<file path="src/rtl/lbuf_pingpong_ctrl.sv">
`timescale 1ns/1ps
// lbuf_pingpong_ctrl
// Ping-pong sequencer for a 2^AW x DW dual-port sprite line buffer.
// The draw bank (BANK) takes sprite writes on port 0. The display bank (~BANK) is
// read on port 1, and each pixel is cleared on that port right after it is read.
// After reset, an init sweep writes CLR_VAL to every RAM word.
// Ports:
//   clk_i, rst_ni             clock, async active-low reset
//   line_swp_i                line pulse, toggles the draw/display banks
//   sp_we_i/sp_x_i/sp_di_i    sprite pixel write request
//   pix_en_i/pix_x_i          display read request
//   pix_do_o/pix_vld_o        display pixel data and one-cycle valid
//   pix_err_o                 sticky flag for back-to-back read requests
//   ready_o, bank_o           init-done flag, current draw bank
//   lb_*0_o                   RAM port 0 (write only)
//   lb_*1_o, lb_do1_i         RAM port 1 (read/clear, registered read data)
module lbuf_pingpong_ctrl #(
   parameter int unsigned    AW      = 10,
   parameter int unsigned    DW      = 8,
   parameter logic [DW-1:0]  CLR_VAL = 8'h0F,
   parameter logic [DW-1:0]  TMASK   = 8'h0F
) (
   input  logic            clk_i,
   input  logic            rst_ni,
   input  logic            line_swp_i,
   input  logic            sp_we_i,
   input  logic [AW-2:0]   sp_x_i,
   input  logic [DW-1:0]   sp_di_i,
   input  logic            pix_en_i,
   input  logic [AW-2:0]   pix_x_i,
   output logic [DW-1:0]   pix_do_o,
   output logic            pix_vld_o,
   output logic            pix_err_o,
   output logic            ready_o,
   output logic            bank_o,
   output logic [AW-1:0]   lb_ad0_o,
   output logic            lb_wr0_o,
   output logic [DW-1:0]   lb_di0_o,
   output logic [AW-1:0]   lb_ad1_o,
   output logic            lb_wr1_o,
   output logic [DW-1:0]   lb_di1_o,
   input  logic [DW-1:0]   lb_do1_i
);

   localparam int unsigned CW = AW + 1;
   localparam logic [CW-1:0] CNT_END = {1'b1, {AW{1'b0}}};

   typedef enum logic {S_INIT, S_RUN} state_e;

   state_e          state_q, state_d;
   logic [CW-1:0]   cnt_q, cnt_d;
   logic            bank_q, bank_d;
   logic            ready_q, ready_d;
   logic            rd_pend_q, rd_pend_d;
   logic [DW-1:0]   pix_do_q, pix_do_d;
   logic            pix_vld_q, pix_vld_d;
   logic            pix_err_q, pix_err_d;
   logic [AW-1:0]   lb_ad0_q, lb_ad0_d;
   logic            lb_wr0_q, lb_wr0_d;
   logic [DW-1:0]   lb_di0_q, lb_di0_d;
   logic [AW-1:0]   lb_ad1_q, lb_ad1_d;
   logic            lb_wr1_q, lb_wr1_d;
   logic [DW-1:0]   lb_di1_q, lb_di1_d;
   logic            rd_now_c;
   logic            transp_c;

   assign transp_c = ((sp_di_i & TMASK) == (CLR_VAL & TMASK));

   // State register and registered outputs
   always_ff @(posedge clk_i or negedge rst_ni) begin
      if (!rst_ni) begin
         state_q   <= S_INIT;
         cnt_q     <= '0;
         bank_q    <= 1'b0;
         ready_q   <= 1'b0;
         rd_pend_q <= 1'b0;
         pix_do_q  <= '0;
         pix_vld_q <= 1'b0;
         pix_err_q <= 1'b0;
         lb_ad0_q  <= '0;
         lb_wr0_q  <= 1'b0;
         lb_di0_q  <= '0;
         lb_ad1_q  <= '0;
         lb_wr1_q  <= 1'b0;
         lb_di1_q  <= '0;
      end else begin
         state_q   <= state_d;
         cnt_q     <= cnt_d;
         bank_q    <= bank_d;
         ready_q   <= ready_d;
         rd_pend_q <= rd_pend_d;
         pix_do_q  <= pix_do_d;
         pix_vld_q <= pix_vld_d;
         pix_err_q <= pix_err_d;
         lb_ad0_q  <= lb_ad0_d;
         lb_wr0_q  <= lb_wr0_d;
         lb_di0_q  <= lb_di0_d;
         lb_ad1_q  <= lb_ad1_d;
         lb_wr1_q  <= lb_wr1_d;
         lb_di1_q  <= lb_di1_d;
      end
   end

   // Next-state and output logic
   always_comb begin
      state_d   = state_q;
      cnt_d     = cnt_q;
      bank_d    = bank_q;
      ready_d   = ready_q;
      rd_pend_d = 1'b0;
      pix_do_d  = pix_do_q;
      pix_vld_d = 1'b0;
      pix_err_d = pix_err_q;
      lb_ad0_d  = lb_ad0_q;
      lb_wr0_d  = 1'b0;
      lb_di0_d  = lb_di0_q;
      lb_ad1_d  = lb_ad1_q;
      lb_wr1_d  = 1'b0;
      lb_di1_d  = lb_di1_q;
      rd_now_c  = 1'b0;

      case (state_q)
         S_INIT: begin
            if (cnt_q == CNT_END) begin
               ready_d = 1'b1;
               state_d = S_RUN;
            end else begin
               lb_ad1_d = cnt_q[AW-1:0];
               lb_wr1_d = 1'b1;
               lb_di1_d = CLR_VAL;
               cnt_d    = cnt_q + CW'(1);
            end
         end
         S_RUN: begin
            if (line_swp_i) begin
               bank_d = ~bank_q;
            end
            if (sp_we_i && !transp_c) begin
               lb_ad0_d = {bank_q, sp_x_i};
               lb_wr0_d = 1'b1;
               lb_di0_d = sp_di_i;
            end
            // A read is never accepted during its predecessor's clear cycle,
            // so the clear slot on port 1 is always free.
            if (pix_en_i) begin
               if (rd_pend_q) begin
                  pix_err_d = 1'b1;
               end else begin
                  rd_now_c  = 1'b1;
                  rd_pend_d = 1'b1;
                  lb_ad1_d  = {~bank_q, pix_x_i};
                  lb_wr1_d  = 1'b1;
                  lb_di1_d  = CLR_VAL;
               end
            end
            if (rd_pend_q) begin
               pix_do_d  = lb_do1_i;
               pix_vld_d = 1'b1;
            end
         end
         default: state_d = S_INIT;
      endcase
   end

   // The read address is presented in the request cycle itself so the
   // registered RAM returns data in time for the clear cycle.
   assign lb_ad1_o  = rd_now_c ? lb_ad1_d : lb_ad1_q;
   assign lb_wr1_o  = lb_wr1_q;
   assign lb_di1_o  = lb_di1_q;
   assign lb_ad0_o  = lb_ad0_q;
   assign lb_wr0_o  = lb_wr0_q;
   assign lb_di0_o  = lb_di0_q;
   assign pix_do_o  = pix_do_q;
   assign pix_vld_o = pix_vld_q;
   assign pix_err_o = pix_err_q;
   assign ready_o   = ready_q;
   assign bank_o    = bank_q;

endmodule

</file>
<file path="config.mk">
export PLATFORM = sky130hd
export DESIGN_NAME = lbuf_pingpong_ctrl
export DESIGN_NICKNAME = d
export VERILOG_FILES = /design/src/rtl/lbuf_pingpong_ctrl.sv
export SDC_FILE = /design/constraint.sdc
export NUM_CORES = 1
export LEC_CHECK = 0
export BUFFER_PORTS_ARGS = -buffer_cell sky130_fd_sc_hd__buf_2
export CORE_MARGIN = 2
export CORE_UTILIZATION = 40
export DETAILED_ROUTE_END_ITERATION = 12
export PLACE_DENSITY = 0.69
export REMOVE_ABC_BUFFERS = 1
export SYNTH_ARGS = -nofsm -noshare
export SYNTH_HDL_FRONTEND = slang
export SYNTH_SLANG_ARGS = --single-unit
</file>
<file path="constraint.sdc">
create_clock -name clk_i -period 1.4 [get_ports clk_i]
set_input_delay 0.14 -clock clk_i [delete_from_list [all_inputs] [get_ports clk_i]]
set_output_delay 0.14 -clock clk_i [all_outputs]
set_load 0.02 [all_outputs]
</file>
== Yosys cells after proc, flatten, opt, wreduce, memory -nomap -nowiden ==
Index checks and enable logic that the tools add are counted.

* Output and inout port bits: 50
* Flip-flop bits (word level): 63

* Equal/unequal tests: 5
* Mux-type cells: 20
* Add/sub/neg operators: 1
* Reduce and logical (&&, ||, !) cells: 9
* Bitwise gates (word level): 3

{| class="wikitable"
|+ Operator list
! cell !! count
|-
| 2-to-1 mux 10 bit || 4
|-
| 2-to-1 mux 8 bit || 3
|-
| one-hot mux 10 bit (2 select lines) || 1
|-
| one-hot mux 8 bit (2 select lines) || 1
|-
| adder 11 x 1 -> 11 bit, second input constant || 1
|-
| == test 11 bit, second input constant || 1
|-
| 2-to-1 mux 1 bit || 10
|-
| AND reduction 2 bit || 5
|-
| inequality test 2 bit, second input constant || 3
|-
| AND reduction 3 bit || 2
|-
| == test 4 bit, second input constant || 1
|-
| inverter 1 bit || 3
|-
| one-hot mux 1 bit (2 select lines) || 1
|-
| logical AND 1 bit || 1
|-
| zero test 1 bit || 1
|}

== Longest topological paths before layout ==
Gate-level depths: netlist of the first run.

* Depth in word-level cells: 5
* Mapped depth: 6

== Worst setup path before layout of the first run ==
No wires, ideal clock.

* Kind: register to output
* From: register rd_pend_q
* To: output lb_ad1_o[2]
* Buffers on the path: 1
* Cell stages (with the launch flop): 5
* Arrival: 1309 ps
* Slack: -49 ps
* Cell sequence: dfrtp_1 nand3b_1 inv_2 buf_2 mux2_1

* Word-level cells in the longest chain between the ends: 4

{| class="wikitable"
|+ RTL lines
! element !! RTL line !! text
|-
| start, declared || 54 || <nowiki>logic rd_pend_q, rd_pend_d;</nowiki>
|-
| start signal, assigned || 91 || <nowiki>rd_pend_q <= rd_pend_d;</nowiki>
|-
| 2-to-1 mux 1 bit || 146 || <nowiki>if (rd_pend_q) begin</nowiki>
|-
| 2-to-1 mux 1 bit || 145 || <nowiki>if (pix_en_i) begin</nowiki>
|-
| 2-to-1 mux 1 bit || 122 || <nowiki>case (state_q)</nowiki>
|-
| named net rd_now_c || 64 || <nowiki>logic rd_now_c;</nowiki>
|-
| 2-to-1 mux 10 bit || 167 || <nowiki>assign lb_ad1_o = rd_now_c ? lb_ad1_d : lb_ad1_q;</nowiki>
|-
| end, declared || 39 || <nowiki>output logic [AW-1:0] lb_ad1_o,</nowiki>
|}

The timed path passes the listed nets, and every way through them passes these cells.

== Final worst setup path of the first run ==
* From: register state_q
* To: output lb_ad1_o[3]

* Word-level cells in the longest chain between the ends: 3

{| class="wikitable"
|+ RTL lines
! element !! RTL line !! text
|-
| start, declared || 50 || <nowiki>state_e state_q, state_d;</nowiki>
|-
| start signal, assigned || 87 || <nowiki>state_q <= state_d;</nowiki>
|-
| inverter 1 bit (no line) || n/a ||
|-
| one-hot mux 10 bit (2 select lines) || 122 ||
|-
| 2-to-1 mux 10 bit * || 167 ||
|}

Mark *: on every way between the ends. The rest lies on a longest branch, timed or not.

==> impl_metrics.toml, run 1 <==
[drt]
via_count = 2040
via_per_inst = 5.00
drc = 0
dr.pass1.iters = 4
drt_wl_total_mm = 6.20
final_antenna_net_count = 0
wire_per_inst_um = 15.2
drt_iter0_drc = 123

[global_route]
gr-usage-all-layers_pct = 16.5
grt_pass1_wl_mm = 9.49
grt_antenna_before_repair = 0
grt_pass1_vias = 2017
gr-total-overflow = 0
grt_max_degree = 57

[timing]
hold_viol = 0
fin_skew_ns = 0.00896
rsz0062_at_grt = "true"
worst_hold_slack_ns = 0.0345
fmax_ghz = 0.573
period_minus_slack_ns = 1.75
final-setup-viol-count = 29
report.final.slew_viol_count = 0
post-route-period-util_pct = 125
finalWorstSetupSlack_ns = -0.346

[worst_setup_path]
rr_worst_depth = 6
end_kind = "primary output"
cp_top_family = "flip-flops"
critPathArrivalTime_ns = 1.61
cp_max_fo = 4
worst_path_max_delay_cell = "dfrtp_1"
cp_data_required_time_ns = 1.26
critPathLaunchType = "register"
worstReg2RegEnd = "lb_di1_o[2]"
critPathMaxStageDelay_ns = 0.41
crit-reg2reg-launch = "state_q"
r2r_slack_ns = -0.34
worstSetupPathType = "reg -> out"
path_cells = "nand3b_1 -> clkinv_2 -> mux2_4 -> buf_6"
critPathLaunch = "state_q"
crit_buf_inv = 2

[power]
p_leak_nw = 1.93
power_mw = 2.70
irDropWorstVdd_mv = 0.494
power_density_mw_per_mm2 = 734

[min_path]
min_from = "lb_do1_i[3]"
hold_path_depth = 2
min_path_type = "in -> reg"
hold-path-endpoint = "pix_do_o[3]"

[synthesis]
post_synth.cell_area_avg_um2 = 12.4
netlist_area_mm2 = 0.00258
synthAdderAreaFrac_pct = 0.970
synthSimpleGateAreaFrac_pct = 11.6
ys_ff_latch = 56
synthCells = 208
synth_top_cells_by_area = "dfrtp_1, mux2_1, mux2_2, nand4_1, mux2i_1"
yosysSeqAreaShare_pct = 54.3
synth_compound_area_share_pct = 6.40
synth_top_area_share_pct = 54.3
synth-async-reset-ratio_pct = 100
synth_top_family_by_area = "multiplexers"
yosysTopAreaCell = "dfrtp_1"
synth_edf_count = 0
synth_xor_area_share_pct = 3.39
yosysWarnings = 0
yosys_most_used_dff = "dfrtp_1"
synthMuxAreaShare_pct = 17.6
ys_types = 36

[cts]
cts_made_buffers = 5
clkTransAtPathRegs_ns = 0.10
clkLatencyLatePin_ns = 0.31
tritoncts = "done"
cts-root-buf = "clkbuf_8"
clockBufferDepth = 2
cts.sink_count = 56
h-tree-depth = 2

[run]
maxCapViolCount = 0

[run_status]
status = "finished, violations left"
violations = "setup timing"

[final_layout]
finalNonFillerCells = 408
drive_gt1_share_pct = 53.5
layout.nets = 371
final_util_pct = 58.6
syn_to_final_growth_pct = 42.6
antenna_cells = 0
nFillCells = 532

[die]
initial_utilization_pct = 41.1
rows = 29
pin_count = 89
die-area_mm2 = 0.00711
die_w_um = 84.3
die_y_um = 84.3
coreArea_mm2 = 0.00628

[placement]
portBuffers = 84
gp_congestion = 0.777
dpl.cell_count = 384
hpwl_mm = 4.12
## per-stage QoR
step	area (um^2)	worst slack [ns]	setup TNS [ns]
finish	3680	-0.346	-4.98
global route	3680	-0.400	-7.08
CTS	3440	-0.317	-3.44
detailed placement	3230	-0.106	-0.551
global placement	3230	-0.0228	-0.0447
floorplan	2480	-0.457	-15.18
## flip-flops by register name, indices dropped and copies added, names as in the netlist, 8 cells and up
name / count
lb_di0_o: 8
lb_ad1_q: 10
pix_do_o: 8
cnt_q: 11
lb_ad0_o: 10
## synth_stat cells, drive strengths merged (3+ instances only)
cell / count
mux2: 34
inv: 10
o21ai: 5
a22oi: 8
mux2i: 7
buf: 16
nor4b: 3
nor2: 11
nand2: 9
nand4: 13
xnor2: 7
xor2: 3
dfrtp: 56
nor2b: 3
## kinds of logic after synthesis
logic type | Yosys count
multiplexers | 41
buffers and inverters | 27
XOR/XNOR | 10
other | 1
AND/OR/NAND/NOR | 49
flip-flops | 56
AO/OA/AOI/OAI | 22
adder cells (fa/ha/maj) | 2
## power by group
group	internal (mW)	total, mW	switching [mW]	leakage, nW
registers	1.63	1.63	0.00533	0.729
logic	0.0724	0.168	0.0958	1.15
clock network	0.360	0.898	0.538	0.0485
## routing by layer
| layer | global-route usage, % | routed length, um |
|---|---|---|
| met1 | 20.8 | 2620 |
| met2 | 28.7 | 3170 |
| met3 | 2.65 | 301 |
| met4 | 5.87 | 108 |
| met5 | 0 | 0 |
## cell usage in the layout (no fill, tap or decap), types with 6 or more instances in the layout
master	instances
nor2_1	11
buf_6	17
buf_4	34
mux2_1	15
mux2_4	10
mux2i_1	7
xnor2_1	6
buf_2	74
dfrtp_1	56
a22oi_1	8
nand2_1	8
nand4_1	13
mux2_2	9
## layout make-up
type / count / area, um^2 / area share [%]
Sequential cell: 56 / 1400 / 38.1
Multi-Input combinational cell: 128 / 1180 / 32.2
Timing Repair Buffer: 127 / 847 / 23.0
Tap cell: 77 / 96.3 / 2.62
Clock buffer: 5 / 68.8 / 1.87
Inverter: 10 / 47.5 / 1.29
Clock inverter: 3 / 22.5 / 0.612
Timing Repair inverter: 2 / 10.0 / 0.272
## what timing repair did
item,CTS,global route
endpoints found under the setup margin,32,44
resized for setup,18,46
gates cloned,1,2
hold endpoints to repair,56,0
buffers inserted,6,9
pin swaps,12,13
hold buffers,1,0
## how the worst max path moves through the flow
stage / endpoint / slack, ns / cells after the start
final: lb_ad1_o[3] / -0.35 / 4
after CTS: lb_ad1_o[0] / -0.32 / 4
after global placement: cnt_q[1] / -0.02 / 5
after floorplan: lb_ad0_o[0] / -0.46 / 3
after detailed placement: lb_di1_o[2] / -0.11 / 5
after global routing: lb_ad1_o[3] / -0.40 / 4
Note: power is estimated with default switching activity, not from simulation.
==> run 2, diff against run 1 <==
ABC_AREA = 1   (was not set)
CORE_UTILIZATION = 45   (was 40)
PLACE_DENSITY = 0.75   (was 0.69)
==> run 2 against run 1 <==
The run still ends with setup timing left. Critical path depth up 3. Die area down 6.2%. Clock skew down 0.0012 ns. Worst hold slack worse by 0.028 ns. Sequential cell count unchanged. Clock-buffer cell count unchanged. First-iteration DRC count up 39%. Power about the same. Routed wire length up 19%.
==> impl_metrics.toml, run 2 <==
[global_route]
grtUsageMet3_pct = 4.18
use_met2_pct = 34.3
gr-usage-all-layers_pct = 20.0
gr-total-overflow = 0
grt_antenna_before_repair = 0
grt_pass1_wl_mm = 10.3
grtUsageMet1_pct = 25.0
grt_max_degree = 57
grt.busiest_layer = "met2"
grt_pass1_vias = 2348

[worst_setup_path]
end_kind = "primary output"
worstReg2RegEnd = "lb_ad1_q[0]"
cp_max_fo = 8
rr_worst_depth = 8
r2r_slack_ns = -0.05
crit-reg2reg-launch = "cnt_q[1]"
worstSetupPathType = "reg -> out"
critPathArrivalTime_ns = 1.53
cp_data_required_time_ns = 1.26
critPathLaunchType = "register"

[timing]
finalWorstSetupSlack_ns = -0.267
fin_skew_ns = 0.00773
fin_tns_setup_ns = -2.55
rsz0062_at_grt = "true"
fmax_ghz = 0.600
report.final.slew_viol_count = 0
hold_viol = 0
final-setup-viol-count = 20
period_minus_slack_ns = 1.67
post-route-period-util_pct = 119

[synthesis]
yosysWarnings = 0
synth_xor_area_share_pct = 2.26
yosysTopAreaCell = "dfrtp_1"
yosysMostFrequentCell = "nand2_1"
synth_top_area_share_pct = 51.7
yosys_most_used_dff = "dfrtp_1"
ys_types = 28
synth_edf_count = 0
yosysSeqAreaShare_pct = 51.7
netlist_area_mm2 = 0.00271
synth_compound_area_share_pct = 6.37
synth_top_cells_by_area = "dfrtp_1, nand2_1, nand3_1, o21ai_0, inv_1"
synthAdderAreaFrac_pct = 0.923
synthSimpleGateAreaFrac_pct = 30.0
synth-async-reset-ratio_pct = 100
synth_top_family_by_area = "simple AND/OR/NAND/NOR gates"
synthMuxAreaShare_pct = 0
ys_ff_latch = 56
post_synth.cell_area_avg_um2 = 8.10
ys_top_cells_by_count = "nand2_1, dfrtp_1, inv_1"
synthCells = 335

[cts]
clockBufferDepth = 2
cts_made_buffers = 5
tritoncts = "done"
cts-root-buf = "clkbuf_8"
clkTransAtPathRegs_ns = 0.11
cts.sink_count = 56
clkLatencyLatePin_ns = 0.32
h-tree-depth = 2

[placement]
gp_congestion = 0.882
hpwl_mm = 4.49
portBuffers = 84
placed_area_mm2 = 0.00332

[final_layout]
antenna_cells = 0
top_register = "cnt_q"
postLayoutCellArea_mm2 = 0.00383
syn_to_final_growth_pct = 41.1
final_cell_mix = "nand2_1, buf_2, dfrtp_1"
drive_gt1_share_pct = 39.8
layout_commonest_cell = "nand2_1"
nFillCells = 466
layout.nets = 495
multi_input_area_mm2 = 0.00128
ff_latch_area_mm2 = 0.00140
largest_reg_flops = 11

[die]
initial_utilization_pct = 46.1
die_y_um = 81.6
die_w_um = 81.6
rows = 28
coreArea_mm2 = 0.00589
pin_count = 89
die-area_mm2 = 0.00667

[drt]
final_antenna_net_count = 0
drc = 0
via_count = 2662
dr.pass1.iters = 5
wire_per_inst_um = 14.0
drt_wl_total_mm = 7.40
drt_iter0_drc = 171
via_per_inst = 5.02

[run_status]
status = "finished, violations left"
violations = "setup timing"

[power]
p_leak_nw = 2.05
p_switching_mw = 0.661
power_density_mw_per_mm2 = 706
power_mw = 2.70
clkPwrFrac_pct = 35.2
switching_share_pct = 24.5
irDropWorstVdd_mv = 0.379
p_int_mw = 2.04
pwr-share-seq_pct = 59.8
pwr-share-comb_pct = 5.0

[min_path]
hold-path-endpoint = "pix_do_o[7]"
min_path_type = "in -> reg"
hold_path_depth = 3
min_from = "lb_do1_i[7]"

[run]
maxCapViolCount = 0
run 2: cell count changes after synthesis, sizes merged, moves of 8 or more:
| cell | previous run | this run |
|---|---|---|
| nand3 | 1 | 20 |
| inv | 10 | 25 |
| mux2 | 34 | 0 |
| nand2 | 9 | 143 |
| a21oi | 0 | 9 |
| o21ai | 5 | 21 |
| a22oi | 8 | 0 |
run 2: worst max path at each step:
stage,startpoint,end,slack (ns),depth (start not counted)
after floorplan,rd_pend_q,lb_ad1_o[0],-0.47,4
after global placement,cnt_q[0],ready_o,0.08,7
after detailed placement,cnt_q[0],ready_o,0.02,7
after CTS,rd_pend_q,lb_ad1_o[5],-0.23,7
after global routing,rd_pend_q,lb_ad1_o[2],-0.28,7
final,rd_pend_q,lb_ad1_o[2],-0.27,7
run 2: worst max-delay path, stage by stage, from the launching register on:
cell and delay, ns:
dfrtp_1 0.41, inv_2 0.08, nand2_4 0.06, nor2_4 0.17, buf_8 0.18, nand2_2 0.07
o21ai_2 0.07, buf_4 0.16
run 2: cell type report:
class	count	share of cell area, %
Multi-Input combinational cell	235	33.5
Inverter	27	2.78
Sequential cell	56	36.7
Tap cell	75	2.45
Clock inverter	3	0.719
Timing Repair Buffer	129	22.1
Clock buffer	5	1.80
run 2: logic make-up (layout without fill, tap and decap cells):
family                     Yosys count  count (layout)
and+or+nand+nor                    189             189
other                                1               4
buffers and inverters               47             164
AOI/OAI and AO/OA                   33              33
DFF                                 56              56
adders and majority gates            2               2
xor gates and xnor gates             7               7
run 2: metal layers:
metal	routed length, um	vias to the layer above
met5	0	-
met4	208	0
met3	496	23
met2	3560	118
met1	3140	1231
li1	-	1290
run 2: stage by stage:
stage | std cells | worst slack [ns] | hold slack (ns) | utilization (%)
detailed placement | 504 | 0.0212 | 0.166 | 56.4
global route | 530 | -0.283 | 0.00187 | 65.0
floorplan | 318 | -0.472 | -0.156 | -
global placement | 504 | 0.0821 | 0.162 | 56.4
CTS | 517 | -0.228 | 0.00167 | 59.9
finish | 530 | -0.267 | 0.00663 | 65.0
run 2: power groups by stage:
stage	Sequential (mW)	Clock (mW)	Combinational, mW
finish	1.62	0.950	0.134
global route	1.62	1.04	0.148
CTS	1.62	0.979	0.127
detailed placement	1.65	0	0.119
global placement	1.65	0	0.117
floorplan	1.65	0	0.0167
run 2: timing repair:
action                                  CTS  global route
endpoints found under the setup margin   11            28
gates cloned                              1             0
pin swaps                                 3            17
hold buffers                              1             2
setup buffers                             3            12
hold endpoints to repair                 56             2
gates resized for setup                  34            53
==> run 3, diff against run 2 <==
CTS_BUF_LIST = sky130_fd_sc_hd__clkbuf_16   (was not set)
==> run 3 against run 2 <==
The run still ends with setup timing left. Design area up 0.72%. Critical endpoint is now lb_ad1_o[7]. Setup slack better by 0.076 ns. Combinational power down 4%. Sequential power about the same. Maximum frequency up 4.8%. Largest cell class unchanged. Register-to-register slack about the same. Die area unchanged. Power up 12%. Clock skew up 0.0014 ns. First-iteration DRC count up 18%. Via count down 3.6%. Non-clock buffer count down 2.
==> impl_metrics.toml, run 3 (synthesis results as in run 2) <==
[die]
coreArea_mm2 = 0.00589
die-area_mm2 = 0.00667
die_w_um = 81.6
die_y_um = 81.6
initial_utilization_pct = 46.1
pin_count = 89
rows = 28

[global_route]
gr-total-overflow = 0
grt_max_degree = 57
grt_antenna_before_repair = 0
grt_pass1_vias = 2350
grt_pass1_wl_mm = 10.2
gr-usage-all-layers_pct = 19.5

[run]
maxCapViolCount = 0

[final_layout]
final_util_pct = 65.5
layout_commonest_cell = "nand2_1"
drive_gt1_share_pct = 40.4
layout.nets = 493
syn_to_final_growth_pct = 42.1
postLayoutCellArea_mm2 = 0.00385
largest_reg_flops = 11
top_register = "cnt_q"
final_cell_mix = "nand2_1, buf_2, dfrtp_1"
finalNonFillerCells = 528
antenna_cells = 0

[cts]
clockBufferDepth = 2
clkTransAtPathRegs_ns = 0.07
tritoncts = "done"
cts.sink_count = 56
clkLatencyLatePin_ns = 0.29
cts_made_buffers = 5
h-tree-depth = 2
cts-root-buf = "clkbuf_16"

[timing]
period_minus_slack_ns = 1.59
post-route-period-util_pct = 114
rsz0062_at_grt = "true"
final-setup-viol-count = 23
worst_hold_slack_ns = 0.0386
fmax_ghz = 0.629
fin_skew_ns = 0.00914
report.final.slew_viol_count = 0
finalWorstSetupSlack_ns = -0.190
hold_viol = 0

[power]
power_density_mw_per_mm2 = 786
clkPwrFrac_pct = 42.4
p_leak_nw = 2.06
switching_share_pct = 22.5
pwr-share-comb_pct = 4.2
irDropWorstVdd_mv = 0.495
pwr-share-seq_pct = 53.4
power_mw = 3.03
p_int_mw = 2.35
p_switching_mw = 0.680

[run_status]
violations = "setup timing"
status = "finished, violations left"

[min_path]
min_path_type = "in -> reg"

[worst_setup_path]
cp_data_required_time_ns = 1.26
end_kind = "primary output"
cp_max_fo = 8
critPathArrivalTime_ns = 1.45
critPathLaunchType = "register"
worstSetupPathType = "reg -> out"
r2r_slack_ns = -0.06

[drt]
via_per_inst = 4.86
final_antenna_net_count = 0
dr.pass1.iters = 4
drc = 0
via_count = 2567
wire_per_inst_um = 13.4
drt_iter0_drc = 202
drt_wl_total_mm = 7.08

[placement]
hpwl_mm = 4.49
placed_area_mm2 = 0.00332
portBuffers = 84
gp_congestion = 0.882
dpl.cell_count = 504
## run 3: cell count changes in the layout (fill, tap and decap cells not counted), moves of 2 or more
cell / previous run / this run
clkbuf_16: 0 / 5
dlygate4sd3_1: 3 / 1
nand2_2: 12 / 14
clkbuf_8: 5 / 0
nand2_1: 126 / 124
## run 3: metrics by stage
stage | setup slack [ns] | TNS [ns]
floorplan | -0.472 | -9.47
global route | -0.263 | -3.43
detailed placement | 0.0212 | 0
CTS | -0.186 | -1.50
finish | -0.190 | -1.88
global placement | 0.0821 | 0
## run 3: worst paths after layout
check,startpoint,to,depth (start not counted)
min in group asynchronous,rst_ni,lb_ad1_q[2],3
hold reg to reg,pix_err_o,pix_err_o,1
hold / removal,lb_do1_i[4],pix_do_o[4],3
setup reg to reg,cnt_q[0],lb_ad1_q[2],8
max in group asynchronous,rst_ni,cnt_q[0],3
setup / recovery,rd_pend_q,lb_ad1_o[7],7
## run 3: layout make-up
type / count / area [um^2]
Tap cell: 75 / 93.8
Clock inverter: 3 / 27.5
Fill cell: 460 / 2030
Inverter: 27 / 106
Sequential cell: 56 / 1400
Timing Repair Buffer: 127 / 821
Multi-Input combinational cell: 235 / 1280
Clock buffer: 5 / 125
## run 3: repair_timing
| action | CTS | global route |
|---|---|---|
| endpoints found under the hold margin | 56 | 0 |
| endpoints found under the setup margin | 10 | 26 |
| setup buffers | 3 | 12 |
| cloned | 1 | 0 |
| pin swaps | 3 | 12 |
| resized for setup | 33 | 52 |
| hold buffers | 1 | 0 |
## run 3: power groups by stage
| stage | combinational [mW] | clock [mW] | sequential (mW) |
|---|---|---|---|
| after floorplan | 0.0167 | 0 | 1.65 |
| after global placement | 0.117 | 0 | 1.65 |
| after detailed placement | 0.119 | 0 | 1.65 |
| after CTS | 0.127 | 1.32 | 1.62 |
| after global routing | 0.143 | 1.38 | 1.62 |
| final | 0.129 | 1.28 | 1.62 |
## run 3: critical path, stage by stage (launching register included)
cell	delay [ns]
dfrtp_1	0.39
inv_2	0.08
nand2_4	0.06
nor2_4	0.16
buf_8	0.17
nand2_2	0.06
o21ai_1	0.08
buf_4	0.16
## run 3: layer usage
| layer | vias to the layer above | track usage (%) | part of all wire, % |
|---|---|---|---|
| li1 | 1282 | - | - |
| met1 | 1183 | 24.8 | 45 |
| met2 | 94 | 33.7 | 48 |
| met3 | 8 | 4.18 | 6.0 |
| met4 | 0 | 5.33 | 0.86 |
| met5 | - | 0 | 0 |
